<file path="src/rtl/alu16_nibble_seq.sv">
// alu16_nibble_seq: 16-bit NAND/XOR/ADD/SUB walked through a 4-bit slice LSB nibble first; ALU16_SEQ_FASTLOGIC_EN makes NAND/XOR single-cycle
module alu16_nibble_seq (
  input  logic        clk,
  input  logic        rst,
  input  logic        req_valid,
  output logic        req_ready,
  input  logic [15:0] req_a,
  input  logic [15:0] req_b,
  input  logic [1:0]  req_op,
  output logic        rsp_valid,
  input  logic        rsp_ready,
  output logic [15:0] rsp_result,
  output logic        rsp_error
);
  typedef enum logic [1:0] {IDLE, EXEC, DONE} state_t;
  state_t state_q, state_d;
  logic [15:0] a_q, a_d, b_q, b_d, res_q, res_d;
  logic [1:0] op_q, op_d, k_q, k_d;
  logic c_q, c_d, err_q, err_d;
  logic [3:0] an, braw, bsel, nib;
  logic [4:0] sum;
  always_comb begin
    an = a_q[{k_q, 2'b00} +: 4];
    braw = b_q[{k_q, 2'b00} +: 4];
    bsel = op_q[0] ? ~braw : braw;
    sum = {1'b0, an} + {1'b0, bsel} + {4'b0, c_q};
    nib = op_q[1] ? sum[3:0] : op_q[0] ? an ^ braw : ~(an & braw);
    state_d = state_q;
    a_d = a_q;
    b_d = b_q;
    op_d = op_q;
    k_d = k_q;
    c_d = c_q;
    res_d = res_q;
    err_d = err_q;
    case (state_q)
      IDLE: if (req_valid) begin
        state_d = EXEC;
        a_d = req_a;
        b_d = req_b;
        op_d = req_op;
        k_d = 2'd0;
        c_d = req_op[0];
        err_d = 1'b0;
      end
      EXEC: begin
        res_d[{k_q, 2'b00} +: 4] = nib;
        c_d = sum[4];
        k_d = k_q + 2'd1;
        if (k_q == 2'd3) begin
          state_d = DONE;
          err_d = op_q[1] & (an[3] ^ bsel[3] ^ sum[3] ^ sum[4]);
        end
`ifdef ALU16_SEQ_FASTLOGIC_EN
        if (!op_q[1]) begin
          res_d = op_q[0] ? a_q ^ b_q : ~(a_q & b_q);
          state_d = DONE;
        end
`endif
      end
      DONE: state_d = rsp_ready ? IDLE : DONE;
      default: state_d = IDLE;
    endcase
  end
  always_ff @(posedge clk) begin
    if (rst) begin
      state_q <= IDLE;
      a_q <= '0;
      b_q <= '0;
      op_q <= '0;
      k_q <= '0;
      c_q <= 1'b0;
      res_q <= '0;
      err_q <= 1'b0;
    end else begin
      state_q <= state_d;
      a_q <= a_d;
      b_q <= b_d;
      op_q <= op_d;
      k_q <= k_d;
      c_q <= c_d;
      res_q <= res_d;
      err_q <= err_d;
    end
  end
  assign req_ready = !rst && state_q == IDLE;
  assign rsp_valid = state_q == DONE;
  assign rsp_result = res_q;
  assign rsp_error = err_q;
endmodule

</file>
<file path="config.mk">
export PLATFORM = sky130hd
export DESIGN_NAME = alu16_nibble_seq
export DESIGN_NICKNAME = d
export VERILOG_FILES = /design/src/rtl/alu16_nibble_seq.sv
export SDC_FILE = /design/constraint.sdc
export NUM_CORES = 1
export LEC_CHECK = 0
export ABC_CLOCK_PERIOD_IN_PS = 6900
export CAP_MARGIN = 20
export CORE_MARGIN = 2
export CORE_UTILIZATION = 55
export CTS_CLUSTER_SIZE = 40
export DETAILED_ROUTE_END_ITERATION = 10
export PLACE_DENSITY = 0.85
export SLEW_MARGIN = 40
export SYNTH_ARGS = -nofsm -noshare
export SYNTH_HDL_FRONTEND = slang
export SYNTH_SLANG_ARGS = --single-unit
</file>
<file path="constraint.sdc">
create_clock -name clk -period 6.9 [get_ports clk]
set_input_delay 1.035 -clock clk [delete_from_list [all_inputs] [get_ports clk]]
set_output_delay 1.035 -clock clk [all_outputs]
set_load 0.01 [all_outputs]
</file>
==> qor.txt <==
SETUP PATH
--------------------------------------------------------------------------------------
Critical Path AT                                                               2.21 ns
Worst-case register-to-register setup slack                                    3.91 ns
Top fanout value on the critical path                                               59
Endpoint type of the worst setup path                                     primary output
Nature of the critical path startpoint                                    primary input
Startpoint-to-endpoint class of the critical path                         primary input to primary output
Worst path required time                                                       5.86 ns

PWR
--------------------------------------------------------------------------------------
Fraction of power spent switching nets                                           27.0%
Net switching component of the power                                          0.174 mW
P_int                                                                         0.469 mW
VDD IR-drop max                                                             0.000117 V
Share of power burned in registers                                               55.1%
Relative contribution of the clock network to total power                        26.7%
Gate power share                                                                 18.3%
Areal power density over the cells                                         188 nW/um^2
Standby leakage power                                                          1.33 nW

TIMING
--------------------------------------------------------------------------------------
TNS Setup                                                                         0 ns
Slew HR                                                                          54.7%
Final count of pins violating max slew                                               0
Worst clock skew on the final layout                                        0.00359 ns
Setup repair after global routing missed its margin                                 no
Final Hold Viols                                                                     0
Worst Max-Slew Pin Slew                                                       0.678 ns
Fmax                                                                           308 MHz
Final critical delay including setup and external delays                       3.25 ns
# setup viols final                                                                  0
Fraction of the cycle the final worst path needs                                 47.1%

CLOCK NETWORK
--------------------------------------------------------------------------------------
Worst-skew pair later-pin latency                                              0.31 ns
Cell at the root of the clock tree                                        sky130_fd_sc_hd__clkbuf_8
Clock slew at the register clock pins of the worst setup and hold paths        0.09 ns
Hold Buf Count CTS                                                                   0
Number of buffers between clock root and the deepest sink                            2
Quantity of gates resized following cts                                              0
TritonCTS clock tree                                                              done
Number of sinks driven by the clock tree                                            56
Post-CTS Setup Bufs                                                                  0
Number of buffers created by CTS                                                     5
CTS HTree Levels                                                                     2

CELLS AND AREA
--------------------------------------------------------------------------------------
Fraction of final layout cells sized beyond drive strength 1                     6.69%
Final-layout fill cell count                                                       397
Area of all placed cells without fillers                                    3420 sq um
Most common cell after layout, fill and taps aside                        sky130_fd_sc_hd__nand2_1
P&R area growth vs syn                                                           22.7%
Commonest cells after routing, fill and taps aside                        80 x sky130_fd_sc_hd__nand2_1, 55 x sky130_fd_sc_hd__dfxtp_1, 55 x sky130_fd_sc_hd__clkdlybuf4s50_1, 44 x sky130_fd_sc_hd__a21oi_1
Nets@finish                                                                        412
Diodes inserted                                                                      0

DETAILED ROUTING
--------------------------------------------------------------------------------------
First-pass iteration count of the detailed router                                    4
Via total after detailed routing                                                 2,309
Vias per inst                                                                     5.42
Drt initial violations                                                              78
Routed Wire Length                                                             5.76 mm
Final ANT Viol Nets                                                                  0
Remaining routing DRC violations                                                     0
Average routed wire per standard cell                                          13.5 um

GLOBAL ROUTING
--------------------------------------------------------------------------------------
Number of antenna violations at the first check in global routing                    0
Total gr overflow                                                                    0
Number of global-route vias before repair                                        2,083
Total global routing track utilization                                           21.9%
Wire length of the first global-routing pass                                   9.47 mm
Maximum number of pins on one net before global-route repair                        60

DIE
--------------------------------------------------------------------------------------
Floorplan die area                                                          5660 sq um
Starting density of the core                                                     57.9%
Die boundary width                                                             75.2 um
Core region area                                                            4820 sq um
Total I/O pin count                                                                 57
Vertical die dimension                                                         75.2 um
Number of rows created at floorplan                                                 25

SYNTHESIS
--------------------------------------------------------------------------------------
Register bit total from synthesis                                                   56
Avg Cell Area, Syn                                                          8.91 sq um
Number of instances in the synthesized netlist                                     313
Number of nets produced by synthesis                                               366
Count of yosys warnings during synthesis                                             0
Number of different library cells in the post-synthesis netlist                     38
Sequential fraction of the synthesis area                                        40.2%
Area of the mapped netlist                                                  2790 sq um
Share of synthesized registers carrying an async set or reset                       0%
EDFF count, synth                                                                    0
Flip-flop cell with the highest count after synthesis                     sky130_fd_sc_hd__dfxtp_1

PLACED DESIGN
--------------------------------------------------------------------------------------
Quantity of I/O buffers inserted on ports                                           56
Total cell area at the placement stage                                      3350 sq um
Global placer's final weighted congestion                                        0.879
HPWL after detailed placement                                                  4.09 mm

MIN PATH
--------------------------------------------------------------------------------------
Classification of the worst-slack hold path                               flop to flop

JOB
--------------------------------------------------------------------------------------
Max-cap check violation count                                                        0

STATUS
--------------------------------------------------------------------------------------
Result of the run                                                            completed

[metal layers]
layer / track usage, % / share of wire [%] / vias to the layer above
li1: - / - / 1154
met1: 28.0 / 45 / 1082
met2: 37.8 / 49 / 64
met3: 3.61 / 4.0 / 9
met4: 6.82 / 1.4 / 0
met5: 0 / 0 / -
[cell type report]
| cell class | instances | area [sq um] | area share (%) |
|---|---|---|---|
| inverter | 12 | 45.0 | 1.32 |
| tap | 67 | 83.8 | 2.45 |
| timing repair buffer | 58 | 571 | 16.7 |
| sequential | 56 | 1120 | 32.8 |
| clock buffer | 6 | 72.6 | 2.12 |
| clock inverter | 1 | 5.00 | 0.146 |
| multi-input combinational | 226 | 1530 | 44.5 |
[power by group through the flow]
stage | combinational [mW] | sequential (mW) | clock, mW
detailed placement | 0.118 | 0.362 | 0
CTS | 0.118 | 0.354 | 0.173
finish | 0.117 | 0.354 | 0.172
global placement | 0.114 | 0.361 | 0
global route | 0.132 | 0.357 | 0.188
floorplan | 0.0832 | 0.354 | 0
[sequential cells by signal, indices dropped and copies added (netlist names)]
signal,cells
a_q,16
k_q,2
op_q,2
state_q,2
rsp_result,16
c_q,1
rsp_error,1
b_q,16
[Yosys cell counts (all sizes together), types with 2 or more instances]
cell type / n / area share [%]
nor2: 13 / 1.7
ha: 13 / 5.8
nand2: 81 / 11
nor2b: 7 / 1.6
xor2: 4 / 1.3
fa: 2 / 1.4
and3: 3 / 0.72
o21ai: 6 / 1.1
mux4: 8 / 7.3
nand2b: 7 / 1.6
a21oi: 44 / 7.9
buf: 12 / 2.7
o31ai: 6 / 2.2
a22oi: 9 / 2.4
dfxtp: 56 / 40
nor4b: 2 / 1.7
mux2i: 3 / 1.1
clkbuf: 7 / 0.94
nand3b: 6 / 2.5
nand3: 2 / 0.36
nor3: 2 / 0.36
inv: 12 / 1.6
[stage by stage]
stage / hold WS, ns / total power [mW] / util (%) / cells / setup WS, ns
after floorplan: 0.432 / 0.437 / - / 313 / 4.16
after global placement: 0.440 / 0.475 / 69.4 / 419 / 3.68
after detailed placement: 0.445 / 0.479 / 69.5 / 419 / 3.67
after CTS: 0.456 / 0.645 / 71.1 / 426 / 3.65
after global routing: 0.465 / 0.676 / 71.1 / 426 / 3.59
final: 0.456 / 0.643 / 71.1 / 426 / 3.65
[path summary, 6_finish.rpt]
kind	to	cells after the start	start
setup / recovery	req_ready	4	rst
setup reg to reg	rsp_result[10]	8	k_q[0]
hold / removal	a_q[0]	2	a_q[0]
hold reg to reg	a_q[0]	2	a_q[0]
[critical path: stages]
cell                              delay (ns)
sky130_fd_sc_hd__buf_2                  0.09
sky130_fd_sc_hd__buf_4                  0.29
sky130_fd_sc_hd__nor3_1                 0.20
sky130_fd_sc_hd__clkdlybuf4s50_1        0.56
[logic make-up (layout without fill, tap and decap cells)]
| family | after synthesis | after routing | synth area share, % |
|---|---|---|---|
| buffers and inverters | 31 | 77 | 5.25 |
| multiplexers | 11 | 11 | 8.34 |
| AO/OA/AOI/OAI | 68 | 68 | 14.3 |
| flip-flops | 56 | 56 | 40.2 |
| XOR/XNOR | 5 | 5 | 1.57 |
| AND/OR/NAND/NOR | 127 | 127 | 23.1 |
| adder cells (fa/ha/maj) | 15 | 15 | 7.26 |
Power figures use the tool's default switching activity.
